`config.mk`:
```
export PLATFORM = sky130hd
export DESIGN_NAME = fpu_alu_sequencer_flat
export DESIGN_NICKNAME = d
export VERILOG_FILES = /design/src/rtl/fpu_seq_pkg.sv /design/src/rtl/fpu_alu_sequencer_if.sv /design/src/rtl/fpu_req_fifo.sv /design/src/rtl/fpu_alu_sequencer.sv /design/src/flat_wrapper.sv
export SDC_FILE = /design/constraint.sdc
export NUM_CORES = 1
export LEC_CHECK = 0
export BUFFER_PORTS_ARGS = -buffer_cell sky130_fd_sc_hd__buf_2
export CAP_MARGIN = 40
export CORE_AREA = 2 2 205 146
export DETAILED_ROUTE_END_ITERATION = 6
export DIE_AREA = 0 0 207 148
export GPL_TIMING_DRIVEN = 0
export PLACE_DENSITY = 0.77
export SYNTH_ARGS = -nofsm -noshare
export SYNTH_HDL_FRONTEND = slang
export SYNTH_SLANG_ARGS = --single-unit
```
`constraint.sdc`:
```
create_clock -name clk -period 3.3 [get_ports clk]
set_clock_uncertainty 0.05 [all_clocks]
set_input_delay 0.165 -clock clk [delete_from_list [all_inputs] [get_ports clk]]
set_output_delay 0.165 -clock clk [all_outputs]
set_load 0.05 [all_outputs]
```
`src/rtl/fpu_seq_pkg.sv`:
```
// ---------------------------------------------------------------------------
// fpu_seq_pkg
// Shared definitions for the FPU ALU issue sequencer:
//   - ALU operation encodings
//   - response flag bit positions
//   - sequencer FSM state encoding
//   - the queued request record (op + two IEEE-754 single operands)
// ---------------------------------------------------------------------------
package fpu_seq_pkg;

    localparam logic [1:0] OP_ADD = 2'd0;
    localparam logic [1:0] OP_SUB = 2'd1;   // a - b
    localparam logic [1:0] OP_MUL = 2'd2;
    localparam logic [1:0] OP_DIV = 2'd3;   // a / b

    localparam int FLG_UDF = 0;
    localparam int FLG_OVF = 1;
    localparam int FLG_EXC = 2;

    typedef enum logic [1:0] {
        ST_IDLE   = 2'd0,
        ST_SETTLE = 2'd1,
        ST_HOLD   = 2'd2
    } state_e;

    typedef struct packed {
        logic [1:0]  op;
        logic [31:0] a;
        logic [31:0] b;
    } req_t;

    localparam int REQ_W = $bits(req_t);

endpackage

```
`src/rtl/fpu_alu_sequencer_if.sv`:
```
// ---------------------------------------------------------------------------
// fpu_alu_sequencer_if
// Bundles the three channels around the sequencer:
//   req_*  : valid/ready request channel (operands + op)
//   alu_*  : registered operands out to the combinational ALU, result/flags back
//   rsp_*  : valid/ready registered response channel
// Modports:
//   slave  : the sequencer itself
//   master : the surrounding system (requester, ALU, response consumer)
// ---------------------------------------------------------------------------
interface fpu_alu_sequencer_if;

    logic        req_valid;
    logic        req_ready;
    logic [31:0] req_a;
    logic [31:0] req_b;
    logic [1:0]  req_op;

    logic [31:0] alu_input1;
    logic [31:0] alu_input2;
    logic [1:0]  alu_oper;
    logic [31:0] alu_result;
    logic        alu_overflow;
    logic        alu_underflow;
    logic        alu_exception;

    logic        rsp_valid;
    logic        rsp_ready;
    logic [31:0] rsp_result;
    logic [2:0]  rsp_flags;
    logic [1:0]  rsp_op;

    modport slave (
        input  req_valid, req_a, req_b, req_op,
        output req_ready,
        output alu_input1, alu_input2, alu_oper,
        input  alu_result, alu_overflow, alu_underflow, alu_exception,
        output rsp_valid, rsp_result, rsp_flags, rsp_op,
        input  rsp_ready
    );

    modport master (
        output req_valid, req_a, req_b, req_op,
        input  req_ready,
        input  alu_input1, alu_input2, alu_oper,
        output alu_result, alu_overflow, alu_underflow, alu_exception,
        input  rsp_valid, rsp_result, rsp_flags, rsp_op,
        output rsp_ready
    );

endinterface

```
`src/rtl/fpu_req_fifo.sv`:
```
// ---------------------------------------------------------------------------
// fpu_req_fifo
// Small request queue, DEPTH entries (power of two) of WIDTH bits.
// Ports:
//   clk, rst_n          : clock, asynchronous active-low reset
//   push, push_data     : write one entry (caller guarantees !full)
//   pop, pop_data       : pop_data shows the head; pop advances it
//   full, empty, count  : occupancy, all from the registered count
// ---------------------------------------------------------------------------
module fpu_req_fifo #(
    parameter int WIDTH = 66,
    parameter int DEPTH = 4
) (
    input  logic                       clk,
    input  logic                       rst_n,
    input  logic                       push,
    input  logic [WIDTH-1:0]           push_data,
    input  logic                       pop,
    output logic [WIDTH-1:0]           pop_data,
    output logic                       full,
    output logic                       empty,
    output logic [$clog2(DEPTH):0]     count
);

    localparam int AW = $clog2(DEPTH);
    localparam logic [AW:0] FULL_CNT = (AW+1)'(DEPTH);

    logic [WIDTH-1:0] r_mem [DEPTH];
    logic [AW-1:0]    r_wr_ptr;
    logic [AW-1:0]    r_rd_ptr;
    logic [AW:0]      r_count;

    // Storage carries no reset; only pointers and count define validity.
    always_ff @(posedge clk) begin
        if (push) begin
            r_mem[r_wr_ptr] <= push_data;
        end
    end

    // Pointers are exactly AW bits wide, so wrap modulo DEPTH is free.
    always_ff @(posedge clk or negedge rst_n) begin
        if (!rst_n) begin
            r_wr_ptr <= '0;
            r_rd_ptr <= '0;
            r_count  <= '0;
        end else begin
            if (push) r_wr_ptr <= r_wr_ptr + 1'b1;
            if (pop)  r_rd_ptr <= r_rd_ptr + 1'b1;
            case ({push, pop})
                2'b10:   r_count <= r_count + 1'b1;
                2'b01:   r_count <= r_count - 1'b1;
                default: r_count <= r_count;
            endcase
        end
    end

    assign pop_data = r_mem[r_rd_ptr];
    assign full     = (r_count == FULL_CNT);
    assign empty    = (r_count == '0);
    assign count    = r_count;

endmodule

```
`src/rtl/fpu_alu_sequencer.sv`:
```
// ---------------------------------------------------------------------------
// fpu_alu_sequencer
// Issue stage in front of a combinational IEEE-754 single-precision ALU.
// Requests are queued, then issued one at a time: operands are registered
// onto the ALU inputs, held for SETTLE_CYCLES, and the ALU result and flags
// are captured into a registered response that is held until consumed.
// Ports:
//   clk, rst_n    : clock, asynchronous active-low reset
//   bus (slave)   : req_* request channel, alu_* ALU bus, rsp_* response
//   sticky_clr    : clears the accumulated flags
//   sticky_flags  : OR of every captured rsp_flags since reset/clear
//   busy          : FSM not idle
// ---------------------------------------------------------------------------
module fpu_alu_sequencer
    import fpu_seq_pkg::*;
#(
    parameter int DEPTH         = 4,
    parameter int SETTLE_CYCLES = 2
) (
    input  logic                   clk,
    input  logic                   rst_n,
    fpu_alu_sequencer_if.slave     bus,
    input  logic                   sticky_clr,
    output logic [2:0]             sticky_flags,
    output logic                   busy
);

    localparam int CW = $clog2(SETTLE_CYCLES + 1);
    localparam logic [CW-1:0]              SETTLE_LOAD = CW'(SETTLE_CYCLES);
    localparam logic [$clog2(DEPTH):0]     FULL_CNT    = ($clog2(DEPTH)+1)'(DEPTH);

    state_e              r_state;
    logic [CW-1:0]       r_cnt;
    logic [31:0]         r_alu_a;
    logic [31:0]         r_alu_b;
    logic [1:0]          r_alu_op;
    logic                r_rsp_valid;
    logic [31:0]         r_rsp_result;
    logic [2:0]          r_rsp_flags;
    logic [1:0]          r_rsp_op;

    req_t                w_push_data;
    req_t                w_head;
    logic                w_push;
    logic                w_pop;
    logic                w_full;
    logic                w_empty;
    logic [$clog2(DEPTH):0] w_count;
    logic                w_capture;
    logic [2:0]          w_cap_flags;

    // req_ready is a function of the registered count only, so a pop in the
    // same cycle never opens a slot for a push while full.
    assign bus.req_ready = (w_count != FULL_CNT);
    assign w_push        = bus.req_valid && !w_full;
    assign w_push_data   = '{op: bus.req_op, a: bus.req_a, b: bus.req_b};

    // Operands are loaded from the head either out of IDLE or straight out
    // of HOLD when the current response is consumed.
    assign w_pop = !w_empty &&
                   ((r_state == ST_IDLE) || ((r_state == ST_HOLD) && bus.rsp_ready));

    fpu_req_fifo #(
        .WIDTH (REQ_W),
        .DEPTH (DEPTH)
    ) u_fifo (
        .clk       (clk),
        .rst_n     (rst_n),
        .push      (w_push),
        .push_data (w_push_data),
        .pop       (w_pop),
        .pop_data  (w_head),
        .full      (w_full),
        .empty     (w_empty),
        .count     (w_count)
    );

    assign w_capture              = (r_state == ST_SETTLE) && (r_cnt == CW'(1));
    assign w_cap_flags[FLG_UDF]   = bus.alu_underflow;
    assign w_cap_flags[FLG_OVF]   = bus.alu_overflow;
    assign w_cap_flags[FLG_EXC]   = bus.alu_exception;

    always_ff @(posedge clk or negedge rst_n) begin
        if (!rst_n) begin
            r_state      <= ST_IDLE;
            r_cnt        <= '0;
            r_alu_a      <= '0;
            r_alu_b      <= '0;
            r_alu_op     <= '0;
            r_rsp_valid  <= 1'b0;
            r_rsp_result <= '0;
            r_rsp_flags  <= '0;
            r_rsp_op     <= '0;
        end else begin
            if (w_pop) begin
                r_alu_a  <= w_head.a;
                r_alu_b  <= w_head.b;
                r_alu_op <= w_head.op;
                r_cnt    <= SETTLE_LOAD;
            end
            case (r_state)
                ST_IDLE: begin
                    if (w_pop) r_state <= ST_SETTLE;
                end
                ST_SETTLE: begin
                    r_cnt <= r_cnt - 1'b1;
                    if (w_capture) begin
                        r_rsp_result <= bus.alu_result;
                        r_rsp_flags  <= w_cap_flags;
                        r_rsp_op     <= r_alu_op;
                        r_rsp_valid  <= 1'b1;
                        r_state      <= ST_HOLD;
                    end
                end
                ST_HOLD: begin
                    if (bus.rsp_ready) begin
                        r_rsp_valid <= 1'b0;
                        r_state     <= w_pop ? ST_SETTLE : ST_IDLE;
                    end
                end
                default: r_state <= ST_IDLE;
            endcase
        end
    end

    // Clear drops the old bits but a capture on the same edge still lands.
    for (genvar gi = 0; gi < 3; gi++) begin : g_sticky
        logic r_bit;
        always_ff @(posedge clk or negedge rst_n) begin
            if (!rst_n) begin
                r_bit <= 1'b0;
            end else if (w_capture) begin
                r_bit <= w_cap_flags[gi] | (r_bit & ~sticky_clr);
            end else if (sticky_clr) begin
                r_bit <= 1'b0;
            end
        end
        assign sticky_flags[gi] = r_bit;
    end

    assign bus.alu_input1 = r_alu_a;
    assign bus.alu_input2 = r_alu_b;
    assign bus.alu_oper   = r_alu_op;
    assign bus.rsp_valid  = r_rsp_valid;
    assign bus.rsp_result = r_rsp_result;
    assign bus.rsp_flags  = r_rsp_flags;
    assign bus.rsp_op     = r_rsp_op;
    assign busy           = (r_state != ST_IDLE);

endmodule

```
`src/flat_wrapper.sv`:
```
// flat-port wrapper written by rule: the top's interface ports become plain ports
module fpu_alu_sequencer_flat import fpu_seq_pkg::*;
#(
    parameter int DEPTH         = 4,
    parameter int SETTLE_CYCLES = 2
)
  (clk, rst_n, sticky_clr, sticky_flags, busy, bus_req_valid, bus_req_a, bus_req_b, bus_req_op, bus_req_ready, bus_alu_input1, bus_alu_input2, bus_alu_oper, bus_alu_result, bus_alu_overflow, bus_alu_underflow, bus_alu_exception, bus_rsp_valid, bus_rsp_result, bus_rsp_flags, bus_rsp_op, bus_rsp_ready);
  fpu_alu_sequencer_if bus_i ();
  input  logic clk;
  input  logic rst_n;
  input  logic sticky_clr;
  output logic [2:0] sticky_flags;
  output logic busy;
  input wire logic [$bits(bus_i.req_valid)-1:0] bus_req_valid;
  input wire logic [$bits(bus_i.req_a)-1:0] bus_req_a;
  input wire logic [$bits(bus_i.req_b)-1:0] bus_req_b;
  input wire logic [$bits(bus_i.req_op)-1:0] bus_req_op;
  output wire logic [$bits(bus_i.req_ready)-1:0] bus_req_ready;
  output wire logic [$bits(bus_i.alu_input1)-1:0] bus_alu_input1;
  output wire logic [$bits(bus_i.alu_input2)-1:0] bus_alu_input2;
  output wire logic [$bits(bus_i.alu_oper)-1:0] bus_alu_oper;
  input wire logic [$bits(bus_i.alu_result)-1:0] bus_alu_result;
  input wire logic [$bits(bus_i.alu_overflow)-1:0] bus_alu_overflow;
  input wire logic [$bits(bus_i.alu_underflow)-1:0] bus_alu_underflow;
  input wire logic [$bits(bus_i.alu_exception)-1:0] bus_alu_exception;
  output wire logic [$bits(bus_i.rsp_valid)-1:0] bus_rsp_valid;
  output wire logic [$bits(bus_i.rsp_result)-1:0] bus_rsp_result;
  output wire logic [$bits(bus_i.rsp_flags)-1:0] bus_rsp_flags;
  output wire logic [$bits(bus_i.rsp_op)-1:0] bus_rsp_op;
  input wire logic [$bits(bus_i.rsp_ready)-1:0] bus_rsp_ready;
  assign bus_i.req_valid = bus_req_valid;
  assign bus_i.req_a = bus_req_a;
  assign bus_i.req_b = bus_req_b;
  assign bus_i.req_op = bus_req_op;
  assign bus_req_ready = bus_i.req_ready;
  assign bus_alu_input1 = bus_i.alu_input1;
  assign bus_alu_input2 = bus_i.alu_input2;
  assign bus_alu_oper = bus_i.alu_oper;
  assign bus_i.alu_result = bus_alu_result;
  assign bus_i.alu_overflow = bus_alu_overflow;
  assign bus_i.alu_underflow = bus_alu_underflow;
  assign bus_i.alu_exception = bus_alu_exception;
  assign bus_rsp_valid = bus_i.rsp_valid;
  assign bus_rsp_result = bus_i.rsp_result;
  assign bus_rsp_flags = bus_i.rsp_flags;
  assign bus_rsp_op = bus_i.rsp_op;
  assign bus_i.rsp_ready = bus_rsp_ready;
  fpu_alu_sequencer #(.DEPTH(DEPTH), .SETTLE_CYCLES(SETTLE_CYCLES)) u_core (.clk(clk), .rst_n(rst_n), .bus(bus_i), .sticky_clr(sticky_clr), .sticky_flags(sticky_flags), .busy(busy));
endmodule
```
==> results of run 1 <==
==> layout make-up <==
type / instances / area, um^2 / share of cell area
timing repair buffer: 324 / 2241 / 0.1241
inverter: 9 / 33.78 / 0.001870
multi-input combinational: 213 / 3089 / 0.1710
tap: 378 / 473.0 / 0.02619
buffer: 30 / 211.5 / 0.01171
sequential: 382 / 10880 / 0.6024
clock inverter: 3 / 13.76 / 0.0007620
clock buffer: 61 / 1119 / 0.06193
==> registers in the layout, summed over array words and instances (netlist names) <==
signal                  cells
u_core.r_cnt                2
u_core.bus.rsp_result      32
u_core.bus.alu_oper         2
u_core.bus.rsp_op           2
u_core.u_fifo.r_wr_ptr      2
u_core.bus.alu_input2      32
u_core.u_fifo.r_mem       264
u_core.bus.rsp_flags        3
u_core.bus.rsp_valid        1
u_core.u_fifo.r_rd_ptr      2
u_core.u_fifo.count         3
u_core.bus.alu_input1      32
u_core.r_state              2
u_core.g_sticky.r_bit       3
==> metrics by stage <==
step                      total power (uW)  utilization  setup TNS, ns  setup slack, ns
after floorplan                      12870            -              0           0.2383
after global placement               14580       0.5498        -168.90          -0.6870
after detailed placement             14780       0.5547              0           0.3306
after CTS                            18870       0.6306              0           0.3124
after global routing                 19550       0.6309              0           0.4100
final                                18680       0.6309              0           0.5776
==> cells by family (layout without fill, tap and decap cells) <==
| logic type | Yosys count | in the layout | share of synthesized area |
|---|---|---|---|
| DFF | 382 | 382 | 0.7665 |
| muxes | 170 | 170 | 0.1920 |
| buffers and inverters | 39 | 427 | 0.01728 |
| and+or+nand+nor | 18 | 18 | 0.007845 |
| AOI/OAI and AO/OA | 12 | 12 | 0.005994 |
| adders and majority gates | 7 | 7 | 0.006699 |
| xor gates and xnor gates | 6 | 6 | 0.003702 |
==> how the worst min path moves through the flow <==
stage,startpoint,end,slack (ns)
finish,bus_req_valid,u_core.u_fifo.r_wr_ptr[0],0.03
global route,bus_req_valid,u_core.u_fifo.r_wr_ptr[0],0.08
CTS,bus_req_valid,u_core.u_fifo.r_wr_ptr[0],0.007
detailed placement,rst_n,u_core.bus.alu_input1[5],0.04
global placement,bus_req_b[16],u_core.u_fifo.r_mem[2][16],0.33
floorplan,rst_n,u_core.bus.alu_input1[0],-0.18
==> metal layers <==
| layer | global-route usage | vias up | part of all wire |
|---|---|---|---|
| li1 | - | 3250 | - |
| met2 | 0.3182 | 180 | 0.50 |
| met1 | 0.2597 | 3761 | 0.43 |
| met3 | 0.04440 | 41 | 0.050 |
| met4 | 0.04929 | 0 | 0.019 |
| met5 | 0 | - | 0 |
==> power groups by stage <==
stage / clock network, uW / registers (uW) / logic, uW
detailed placement: 0 / 7250 / 7530
finish: 3960 / 7180 / 7540
floorplan: 0 / 9490 / 3380
CTS: 4060 / 7180 / 7630
global route: 4250 / 7310 / 7980
global placement: 0 / 7290 / 7290
==> critical path: stages (launching register included) <==
cell	delay, ns
dfrtp_1	0.41
nor2b_1	0.18
nor3_2	0.36
buf_4	0.25
buf_2	0.32
ha_1	0.24
inv_1	0.06
fa_1	0.37
xor2_1	0.15
nor2_1	0.10
xor2_1	0.14
==> cells in the mapped netlist, types with 2 or more instances <==
library cell / count
buf_4: 6
mux2_2: 86
mux2_4: 18
edfxtp_1: 264
nand2b_1: 2
dfrtp_1: 118
mux4_2: 66
nand2_1: 3
buf_2: 16
clkbuf_1: 4
ha_1: 6
xnor2_1: 2
a32o_1: 3
o21ai_0: 5
buf_12: 3
xor2_1: 4
inv_1: 9
and3_1: 4
==> results.ini, run 1 <==
[yosys]
ys_types = 33
synth.area.top_cells = edfxtp_1 56%, dfrtp_1 21%, mux4_2 10%
synth_edf_count = 264
synthFlopType = edfxtp_1
yosys.area.top_type = edfxtp_1
postSynthAreaPerCell_um2 = 22.39
async_reset_ff_frac = 0.3089
synth-seq-cells = 382
syn-num-nets = 747
synth_top_area_frac = 0.5585
synth_cells = 634
yosysWarnings = 0
synthesis.area_um2 = 14190
ys_seq_area_frac = 0.7665

[setup_path]
crit_end = u_core.u_fifo.count[2]
required_ns = 3.68
timing.rr.end = u_core.u_fifo.count[2]
ff2ff_path_depth = 10
reg2reg_slack_ns = 0.58
worstPathMaxFanout = 10
crit_type = reg2reg
startpoint = u_core.r_state[1]
worstSetupStartpointType = flip-flop
cp_data_arrival_time_ns = 3.11
worstSetupEndpointType = flip-flop
reg2reg_from = u_core.r_state[1]

[min_path]
hp-class = in2reg
hold_depth = 3

[drt]
routed_wl_mm = 29.09
drc = 0
post_drt_wl_per_cell_um = 20.78
first_pass_iters = 6
viasPerCell = 5.166
ant_nets = 0
dr_total_vias = 7232
drt_iter0_markers = 446

[clocking]
cts.sinks = 382
post_cts_buffers = 0
cts_buffers = 36
cts.clk_slew.worst_paths_ns = 0.06
cts-root-buf = clkbuf_16
clockBufferDepth = 3
cts_tree = done
post_cts_resized = 0
ctsHoldBuffers = 104
h-tree-depth = 2
insertion_delay_ns = 0.51

[power]
pwr-share-seq = 0.384
power.leakage_uw = 0.006913
power_frac_clock = 0.212
cell_internal_pwr_uw = 11780
p_sw_uw = 6901
swShare = 0.3694
pwr-share-comb = 0.404
power_density_nw_per_um2 = 1034
vdd_ir_drop_max_mv = 0.6730

[run_status]
status = complete, no violations

[place]
dp_cells = 1231
gp_congestion = 0.6950
place_hpwl_mm = 17.50
placed_area_um2 = 15880
io_buffer_count = 214

[sta]
fin_crit_ns = 2.722
final_hold_viol_count = 0
setup_viol = 0
worst_pin_slew_ns = 0.8191
relSlewSlack = 0.4539
drv_slew = 0
rsz0062_at_grt = false
layout_worst_path_cycle_share = 0.8250
timing.fmax_mhz = 367.3
timing.hold.ws_ns = 0.03389

[floorplanning]
design.core.area_um2 = 28630
dieArea_um2 = 30640
rows = 52
initial_core_util = 0.4958
fp.dieW_um = 207
die_h_um = 148
ioPinCount = 215

[final_layout]
finalNonFillerCells = 1400
fin_nets = 1109
diodes = 0
n_fill_cell = 1996
drive_above_1_share = 0.4589
area_growth_pct = 27.24
final_cell_mix = 264 x edfxtp_1, 229 x buf_2, 118 x dfrtp_1, 104 x dlygate4sd3_1, 86 x mux2_2
stdcell_area_um2 = 18060
final_common_cell = edfxtp_1

[global_route]
grt_pass1_vias = 7872
grt_pass1_wl_mm = 45.00
antenna_found_initial = 0
track_usage = 0.1917
grt_max_degree = 87
overflow = 0

[flow_run]
maxCapViolations = 0

(Power assumes the default switching activity.)
==> inputs of run 2 (changes only) <==
Settings changed: PLACE_DENSITY 0.77 to 0.8.
Clock period 3.3 ns to 2.3 ns, I/O delays scaled along.
==> run 2 against run 1 <==
Against the previous run: first-iteration DRC count is 1.8% lower; clock-buffer cell count is 13 lower; setup slack worse by 0.50 ns; critical path depth is 1 lower; routed wire length is 2.6% higher; largest cell class unchanged.
==> results.ini, run 2 (same netlist as run 1, synthesis figures left out) <==
[run_status]
status = complete, no violations

[floorplanning]
initial_core_util = 0.4958
fp.dieW_um = 207
rows = 52
die_h_um = 148
dieArea_um2 = 30640
ioPinCount = 215
design.core.area_um2 = 28630

[final_layout]
drive_above_1_share = 0.4733
regMostFlops = u_core.u_fifo.r_mem
final_common_cell = edfxtp_1
n_fill_cell = 1929
final_cell_mix = 264 x edfxtp_1, 228 x buf_2, 118 x dfrtp_1, 105 x dlygate4sd3_1, 86 x mux2_2
area_growth_pct = 28.34
largest_reg_flops = 264
fin_nets = 1116
finalNonFillerCells = 1411

[power]
power.leakage_uw = 0.006996
power_density_nw_per_um2 = 1500
vdd_ir_drop_max_mv = 0.9060
power.total_uw = 27330

[sta]
drv_slew = 0
layout_worst_path_cycle_share = 0.9672
timing.fmax_mhz = 449.5
setup_viol = 0
fin_tns_setup_ns = 0
final_hold_viol_count = 0
relSlewSlack = 0.4986
timing.hold.ws_ns = 0.07821
worst_pin_slew_ns = 0.7521
fin_crit_ns = 2.225

[global_route]
grt_pass1_vias = 8065
antenna_found_initial = 2
track_usage = 0.1973
grt_pass1_wl_mm = 46.19
overflow = 0
grt_max_degree = 74

[clocking]
clockBufferDepth = 3
h-tree-depth = 2
cts_buffers = 37
insertion_delay_ns = 0.53
cts.sinks = 382
cts.clk_slew.worst_paths_ns = 0.06
cts_tree = done
cts-root-buf = clkbuf_16

[drt]
dr_total_vias = 7382
first_pass_iters = 4
drc = 0
drt_iter0_markers = 438
ant_nets = 0
routed_wl_mm = 29.85
viasPerCell = 5.232
post_drt_wl_per_cell_um = 21.16

[place]
gp_congestion = 0.7046
place_hpwl_mm = 17.93
dp_cells = 1232
io_buffer_count = 214

[setup_path]
worstPathMaxFanout = 6
cp_data_arrival_time_ns = 2.63
reg2reg_slack_ns = 0.08
worstSetupStartpointType = flip-flop
worstSetupEndpointType = flip-flop
required_ns = 2.71
crit_type = reg2reg

[flow_run]
maxCapViolations = 0

[min_path]
hp-class = in2async

## run 2: area by class of cell
type                    count  area [um^2]  share of cell area
diodes                      2        5.005           0.0002747
plain buffers              30        217.7             0.01195
clock buffers              48         1049             0.05756
clock inverters            19        166.4            0.009135
inverters                   9        33.78            0.001854
multi-input cells         213         3100              0.1702
flip-flops and latches    382        10880              0.5972
well taps                 378        473.0             0.02596
repair buffers            330         2292              0.1258
## run 2: repair_timing
item	CTS	global route
gates resized for setup	2	2
hold buffers	105	0
buffers inserted	1	4
pin swaps	1	0
endpoints found under the setup margin	2	2
endpoints found under the hold margin	421	0
## run 2: worst paths after layout
path / endpoint / cells past startpoint / from
max in group asynchronous: u_core.bus.alu_input1[29] / 3 / rst_n
min: u_core.bus.alu_input1[5] / 2 / rst_n
min in group clk: u_core.u_fifo.r_mem[0][15] / 2 / bus_req_b[15]
max reg2reg: u_core.u_fifo.count[2] / 9 / u_core.u_fifo.count[1]
min reg2reg: u_core.u_fifo.count[2] / 1 / u_core.u_fifo.count[2]
max: u_core.u_fifo.count[2] / 9 / u_core.u_fifo.count[1]
## run 2: power breakdown
| group | total, uW | internal, uW | switching (uW) | leakage, uW |
|---|---|---|---|---|
| registers | 10300 | 9520 | 806 | 0.00380 |
| logic | 11000 | 4180 | 6840 | 0.00260 |
| clock network | 5990 | 3470 | 2520 | 0.000600 |
| total | 27300 | 17200 | 10200 | 0.00700 |
## run 2: critical path, stage by stage, from the launching register on
cell,delay (ns)
dfrtp_1,0.40
or3b_4,0.44
and2_4,0.19
inv_1,0.06
ha_1,0.18
inv_1,0.06
fa_1,0.37
xor2_1,0.15
nor2_1,0.11
xor2_1,0.15
## run 2: through the flow
step                      utilization  worst slack [ns]  instance area [um^2]
final                          0.6364           0.07541                 18220
after CTS                      0.6349           0.02290                 18180
after global routing           0.6364         -0.004071                 18220
after detailed placement       0.5552           -0.3710                 15890
after floorplan                     -           0.04031                 14200
after global placement         0.5500           -0.7077                 15750
## run 2: per-layer routing
metal,vias to the layer above,track usage,routed length [um]
li1,3268,-,-
met5,-,0,0
met2,213,0.3243,14960
met1,3854,0.2627,12510
met4,0,0.05964,586
met3,47,0.05120,1794
==> inputs of run 3 (changes only) <==
Settings changed: CORE_AREA 2 2 205 146 to 2 2 203 145, DIE_AREA 0 0 207 148 to 0 0 205 147, PLACE_DENSITY 0.8 to 0.81.
==> run 3 against run 2 <==
Against the previous run: routed wire length is 0.53% higher; sequential share of layout area up 0.31 points; register-to-register slack about the same; setup slack worse by 0.0014 ns; final area decreased by 0.52%; sequential power about the same; total power decreased by 0.88%; non-clock buffer count is 4 lower; flip-flop and latch count stayed put; largest power group unchanged; worst hold slack better by 0.047 ns; final cell count decreased by 0.57%; critical path depth did not move.
==> results.ini, run 3 (same netlist as run 1, synthesis figures left out) <==
[drt]
post_drt_wl_per_cell_um = 21.39
wl_met3_mm = 1.388
viasPerCell = 5.249
dr_total_vias = 7365
wl_met1_mm = 12.78
drc = 0
drt_iter0_markers = 336
first_pass_iters = 4
wl_met2_mm = 15.19
ant_nets = 0
highest_layer = met4
routed_wl_mm = 30.01

[floorplanning]
die_h_um = 147
rows = 52
dieArea_um2 = 30140
design.core.area_um2 = 28370
initial_core_util = 0.5004
fp.dieW_um = 205
ioPinCount = 215

[final_layout]
regMostFlops = u_core.u_fifo.r_mem
n_fill_cell = 1971
final_cell_mix = 264 x edfxtp_1, 228 x buf_2, 118 x dfrtp_1, 105 x dlygate4sd3_1, 86 x mux2_2
largest_reg_flops = 264
drive_above_1_share = 0.4673
final_common_cell = edfxtp_1
area_growth_pct = 27.68
diodes = 0
fin_nets = 1112
stdcell_area_um2 = 18120

[setup_path]
worstSetupStartpointType = flip-flop
cp_data_arrival_time_ns = 2.61
worst_path_max_delay_cell = or3b_4
path_cells = or3b_4, and2_4, inv_1, ha_1, inv_1, fa_1, xor2_1, nor2_1, xor2_1
ff2ff_path_depth = 9
worstSetupEndpointType = flip-flop
worstPathMaxFanout = 6
crit_type = reg2reg
cp_num_buf_inv = 2
cp_slowest_stage_delay_ns = 0.43
crit_family = simple AND/OR/NAND/NOR gates
required_ns = 2.69
critical_path_cell_count = 9

[sta]
layout_worst_path_cycle_share = 0.9678
relSlewSlack = 0.4396
timing.fmax_mhz = 449.2
final_hold_viol_count = 0
rsz0062_at_grt = true
setup_viol = 0
worst_pin_slew_ns = 0.8407
fin_crit_ns = 2.226
drv_slew = 0
timing.hold.ws_ns = 0.1255

[min_path]
hp-class = in2async

[global_route]
grt_pass1_wl_mm = 46.06
grt_max_degree = 64
grt_pass1_vias = 7977
overflow = 0
track_usage = 0.2045
antenna_found_initial = 0

[clocking]
cts_tree = done
insertion_delay_ns = 0.52
cts.clk_slew.worst_paths_ns = 0.06
cts-root-buf = clkbuf_16
cts.sinks = 382
clockBufferDepth = 3
h-tree-depth = 2
cts_buffers = 37

[power]
vdd_ir_drop_max_mv = 0.7887
power.total_uw = 27090
power_density_nw_per_um2 = 1495
power.leakage_uw = 0.006939

[run_status]
status = complete, no violations

[place]
io_buffer_count = 214
placed_area_um2 = 15910
gp_congestion = 0.7212
place_hpwl_mm = 17.33

[flow_run]
maxCapViolations = 0

run 3: cell types whose count changed in the layout (fill, tap and decap cells not counted), sizes merged:
cell / previous run / this run
clkinv: 13 / 10
clkinvlp: 2 / 4
buf: 251 / 247
diode: 2 / 0
inv: 11 / 9
clkbuf: 52 / 53
run 3: worst paths after layout:
check                                             from                        end  slack (ns)
worst max-delay path            u_core.u_fifo.count[0]     u_core.u_fifo.count[2]        0.07
worst min-delay path                             rst_n  u_core.bus.alu_input2[31]        0.13
worst max register to register  u_core.u_fifo.count[0]     u_core.u_fifo.count[2]        0.07
worst min register to register  u_core.u_fifo.count[2]     u_core.u_fifo.count[2]        0.43
max in group asynchronous                        rst_n       u_core.bus.rsp_valid        1.33
min in group clk                          bus_req_b[9]  u_core.u_fifo.r_mem[0][9]        0.30
run 3: metal layers:
| layer | vias up | track usage |
|---|---|---|
| li1 | 3257 | - |
| met4 | 0 | 0.06187 |
| met5 | - | 0 |
| met2 | 201 | 0.3421 |
| met3 | 51 | 0.04303 |
| met1 | 3856 | 0.2730 |
run 3: power breakdown:
group	total (uW)	internal, uW	switching [uW]
sequential	10300	9520	824
clock	5800	3320	2480
combinational	11000	4140	6820
total	27100	17000	10100
run 3: final cells by class:
type / instances / area [um^2] / area share
sequential: 382 / 10880 / 0.6003
clock buffer: 49 / 1011 / 0.05578
multi-input combinational: 213 / 3094 / 0.1707
timing repair buffer: 326 / 2281 / 0.1259
inverter: 9 / 33.78 / 0.001864
tap: 378 / 473.0 / 0.02610
buffer: 30 / 215.2 / 0.01187
clock inverter: 16 / 135.1 / 0.007456
run 3: per-stage QoR:
stage               setup slack (ns)    util  cells  setup TNS (ns)
floorplan                    0.04031       -    634               0
global placement             -0.8328  0.5551   1226         -201.30
detailed placement           0.01134  0.5610   1232               0
CTS                          0.01253  0.6385   1402               0
global route                -0.04701  0.6389   1403        -0.04701
finish                       0.07402  0.6389   1403               0
run 3: timing repair:
action,4_1_cts,5_1_grt
resized for setup,1,3
hold buffers,105,0
buffers inserted,0,1
setup endpoints to repair,1,11
hold endpoints to repair,360,0
